[src/rtl/vic_pkg.sv]
// Shared definitions for the vectored interrupt controller: FSM encoding,
// channel id width and default vector-table placement.
package vic_pkg;

  localparam int ID_W = 4;

  localparam logic [31:0] DEF_BASE_ADDR  = 32'h0000_0100;
  localparam logic [31:0] DEF_VEC_STRIDE = 32'h0000_0010;

  typedef enum logic [1:0] {
    ST_IDLE    = 2'd0,
    ST_REQ     = 2'd1,
    ST_SERVICE = 2'd2
  } vic_state_e;

endpackage

[src/rtl/vic_ctrl_prio_enc.sv]
// Lowest-index-first priority encoder: id is the smallest set bit of req,
// valid flags that any bit is set.
module prio_enc
  import vic_pkg::*;
#(
  parameter int NCH = 4
) (
  input  logic [NCH-1:0]  req,
  output logic [ID_W-1:0] id,
  output logic            valid
);

  // Scan from the top down so the last (lowest) hit wins.
  always_comb begin
    id    = '0;
    valid = |req;
    for (int i = NCH - 1; i >= 0; i--) begin
      if (req[i]) id = ID_W'(i);
    end
  end

endmodule

[src/rtl/vic_ctrl.sv]
// Vectored interrupt controller: latches interrupt events, masks them, and
// hands the lowest-index winner to the core through a req/ack/ret handshake.
module vic_ctrl
  import vic_pkg::*;
#(
  parameter int              NCH        = 4,
  parameter int              AW         = 32,
  parameter logic [AW-1:0]   BASE_ADDR  = AW'(DEF_BASE_ADDR),
  parameter logic [AW-1:0]   VEC_STRIDE = AW'(DEF_VEC_STRIDE),
  parameter bit              EDGE       = 1'b1
) (
  input  logic            clk,
  input  logic            reset,
  input  logic [NCH-1:0]  irq_in,
  input  logic            mask_we,
  input  logic [NCH-1:0]  mask_wd,
  input  logic            gie,
  output logic            int_req,
  input  logic            int_ack,
  input  logic            int_ret,
  output logic [AW-1:0]   vector_addr,
  output logic [ID_W-1:0] active_id,
  output logic            in_service,
  output logic [NCH-1:0]  pending,
  output vic_state_e      state_dbg
);

  // Handshake: int_req stays high from entering REQ until the cycle int_ack
  // is seen high (the transfer cycle); vector_addr/active_id are stable for
  // the whole time int_req is high. int_ret ends the handler from SERVICE.

  vic_state_e     state_q, state_d;
  logic [NCH-1:0] mask_q;
  logic [NCH-1:0] pend_q, pend_d;
  logic [NCH-1:0] prev_q;
  logic [NCH-1:0] cand;
  logic [NCH-1:0] clr_vec;
  logic [ID_W-1:0] id_q;
  logic [AW-1:0]  vec_q;
  logic [ID_W-1:0] win_id;
  logic           win_valid;
  logic [AW-1:0]  win_vec;
  logic           grant;
  logic           ack_take;

  assign cand = pend_q & mask_q;

  prio_enc #(.NCH(NCH)) u_prio (
    .req   (cand),
    .id    (win_id),
    .valid (win_valid)
  );

  // AW-bit arithmetic wraps naturally, giving the modulo-2^AW address.
  assign win_vec  = BASE_ADDR + VEC_STRIDE * AW'(win_id);
  assign ack_take = (state_q == ST_REQ) && int_ack;
  assign clr_vec  = ack_take ? (NCH'(1) << id_q) : '0;

  generate
    if (EDGE) begin : g_edge
      // Set term is OR'd after the clear so a new edge on the ack cycle survives.
      assign pend_d = (pend_q & ~clr_vec) | (irq_in & ~prev_q);
    end else begin : g_level
      assign pend_d = irq_in;
    end
  endgenerate

  always_comb begin
    state_d = state_q;
    grant   = 1'b0;
    case (state_q)
      ST_IDLE: begin
        if (gie && win_valid) begin
          state_d = ST_REQ;
          grant   = 1'b1;
        end
      end
      ST_REQ: begin
        if (int_ack) state_d = ST_SERVICE;
      end
      ST_SERVICE: begin
        if (int_ret) state_d = ST_IDLE;
      end
      default: state_d = ST_IDLE;
    endcase
  end

  always_ff @(posedge clk or posedge reset) begin
    if (reset) begin
      state_q <= ST_IDLE;
      mask_q  <= '1;
      pend_q  <= '0;
      prev_q  <= '0;
      id_q    <= '0;
      vec_q   <= BASE_ADDR;
    end else begin
      state_q <= state_d;
      pend_q  <= pend_d;
      prev_q  <= irq_in;
      if (mask_we) mask_q <= mask_wd;
      if (grant) begin
        id_q  <= win_id;
        vec_q <= win_vec;
      end
    end
  end

  assign int_req     = (state_q == ST_REQ);
  assign in_service  = (state_q == ST_SERVICE);
  assign active_id   = id_q;
  assign vector_addr = vec_q;
  assign pending     = pend_q;
  assign state_dbg   = state_q;

endmodule
[config.mk]
export PLATFORM = sky130hd
export DESIGN_NAME = vic_ctrl
export DESIGN_NICKNAME = d
export VERILOG_FILES = /design/src/rtl/vic_pkg.sv /design/src/rtl/vic_ctrl_prio_enc.sv /design/src/rtl/vic_ctrl.sv
export SDC_FILE = /design/constraint.sdc
export NUM_CORES = 1
export LEC_CHECK = 0
export ABC_CLOCK_PERIOD_IN_PS = 1750
export CAP_MARGIN = 10
export CORE_ASPECT_RATIO = 1.25
export CORE_MARGIN = 10
export CORE_UTILIZATION = 36
export CTS_CLUSTER_DIAMETER = 80
export DETAILED_ROUTE_END_ITERATION = 8
export PLACE_DENSITY = 0.91
export SETUP_SLACK_MARGIN = 0.05
export SYNTH_ARGS = -nofsm -noshare
export SYNTH_HDL_FRONTEND = slang
export SYNTH_SLANG_ARGS = --single-unit
[constraint.sdc]
create_clock -name clk -period 1.75 [get_ports clk]
set_clock_uncertainty 0.2 [all_clocks]
set_input_delay 0.35 -clock clk [delete_from_list [all_inputs] [get_ports clk]]
set_output_delay 0.35 -clock clk [all_outputs]
set_load 0.01 [all_outputs]
==> results_dict.tcl <==
set metrics [dict create \
    status "completed" \
    root_buffer "clkbuf_4" \
    drtAntennaViolNets 0 \
    htree_levels 1 \
    first_pass_iters 4 \
    hpwl_um 1710 \
    dpl_cell_area_um2 1100 \
    rsz0062_at_grt "true" \
    min_period_over_period_pct 96.1 \
    antenna_found_initial 0 \
    synth_top_area_share_pct 33.1 \
    dieArea_um2 4940 \
    fillers 249 \
    final_util_pct 48.1 \
    arrival_ps 1130 \
    avgSynthCellArea_um2 10.2 \
    path_clk_slew_ps 90 \
    criticalPathCategory "reg -> out" \
    portBuffers 25 \
    pwr_density_cell_nw_per_um2 1270 \
    grt_overflow 0 \
    avgRoutedWirePerCell_um 12.8 \
    drc 0 \
    cts.sinks 16 \
    crit_chain "buf_6 -> and2b_2 -> buf_6" \
    worst_slack_ps 67.4 \
    diodes 0 \
    drv_slew 0 \
    hold_path_class "in -> async" \
    synth_seq_cells 16 \
    layout_min_cycle_time_ps 1680 \
    pre_cts_ws_ps -40.5 \
    cts_tree "built" \
    worst_ep_required_time_ps 1200 \
    fmax_mhz 594 \
    peakVddDrop_v 0.000589 \
    setup_viol 0 \
    cts_hold_buf 0 \
    routed_wirelength_um 2030 \
    core.rowCount 20 \
    first_iter_violations 13 \
    maxCapViolCount 0 \
    power_mw 1.48 \
    cp_common_cell "buf_6" \
    final_cell_mix "32 x conb_1, 13 x clkdlybuf4s50_1, 11 x dfrtp_1, 10 x dlygate4sd2_1, 10 x buf_4" \
    crit_path_max_fanout 3 \
    synth_cells 89 \
    layout_commonest_cell "conb_1" \
    clk_latency_ps 280 \
    leakage_nw 0.576 \
    regArea_um2 407 \
    cp_slowest_cell "dfrtp_1" \
    grt_pass1_vias 697 \
    ioPinCount 58 \
    gp_congestion 0.821 \
    yosys_warnings 0 \
    synth_top_cell_by_area "dfrtp_1" \
    final_nets 140 \
    final_layout_size_suffix_gt1_share_pct 21.6 \
    via_per_inst 4.11 \
    die_y_um 76.1 \
    seq_area_frac_synth_pct 44.8 \
    initial_utilization_pct 37.3 \
    core_um2 2430 \
    critPathCaptureType "output port" \
    grt_pass1_wl_um 3250 \
    worst-path-buf-inv 2 \
    slowest_delay_ps 420 \
    grt_usage_pct 7.87 \
    multi_input_area_um2 328 \
    ys_types 18 \
    hold_violations 0 \
    cpLargestDelayFamily "flip-flops" \
    syn_to_final_growth_pct 29.0 \
    path_depth 3 \
    cts_buffers 3 \
    synth.cell_area_um2 906 \
    grt_max_degree 17 \
    synth_top_cells_by_area "dfrtp_1 33%, buf_4 28%, dfstp_2 12%, mux2_2 5.0%, o21ai_0 4.4%" \
    start_kind "flip-flop" \
    holdWs_ps 165 \
    routed-via-count 650 \
    dieWidth_um 64.9 \
    worst_r2r_path_depth 4 \
    clk_path_buf_depth 2 \
    layout.cell_area.non_filler_um2 1170 \
]
cell type report:
type	instances	area share (%)
Sequential cell	16	34.8
Multi-Input combinational cell	61	28.1
Timing Repair Buffer	36	27.9
Tap cell	33	3.53
Clock buffer	4	3.10
Inverter	8	2.57
metrics by stage:
step	TNS [ps]	std cells
final	0	158
after global placement	-2.65	149
after floorplan	0	119
after CTS	0	156
after detailed placement	-49.0	149
after global routing	0	158
cell usage after synthesis (all sizes together):
cell,n
buf,34
dfrtp,12
inv,8
o21ai,8
a21oi,4
a22o,4
dfstp,4
mux2,4
conb,2
a32o,1
and2b,1
nand2,1
nand3b,1
nand4b,1
nor3b,1
o31ai,1
or2b,1
or3,1
cells by family after synthesis:
group / synth area share, %
muxes: 4.97
DFF: 44.8
buffers and inverters: 31.5
and+or+nand+nor: 5.53
AOI/OAI and AO/OA: 12.4
other: 0.829
path summary, 6_finish.rpt:
| kind | start | to | slack [ps] |
|---|---|---|---|
| setup / recovery | state_dbg[0] | int_req | 70 |
| hold reg to reg | prev_q[3] | pending[3] | 230 |
| hold / removal | reset | prev_q[1] | 160 |
| max in group asynchronous | reset | mask_q[2] | 940 |
| min in group clk | prev_q[3] | pending[3] | 230 |
| setup reg to reg | state_dbg[1] | pending[2] | 200 |
report_power, final:
| group | switching, mW | total (mW) | internal (mW) |
|---|---|---|---|
| logic | 0.316 | 0.689 | 0.373 |
| registers | 0.0849 | 0.555 | 0.470 |
| clock network | 0.108 | 0.234 | 0.127 |
per-layer routing:
| layer | wire, um | global-route usage (%) | vias up |
|---|---|---|---|
| met5 | 0 | 0 | - |
| met4 | 10 | 1.93 | 0 |
| met3 | 368 | 6.32 | 2 |
| met2 | 915 | 12.8 | 47 |
| met1 | 734 | 7.42 | 298 |
| li1 | - | - | 303 |
worst register-to-register path, cell delays in order (launching register included):
cell and delay, ps:
dfrtp_1 400, buf_4 150, nand3b_1 190, or3_1 320, a22o_1 190
flip-flops by register name, summed over array words and instances (netlist names):
name	cells
pending	4
active_id	2
prev_q	4
state_dbg	2
mask_q	4
what timing repair did:
item	4_1_cts	5_1_grt
endpoints found under the hold margin	0	0
resized for setup	21	1
setup endpoints to repair	12	2
buffers inserted	3	2
pin swaps	0	0
(Power assumes the default switching activity.)
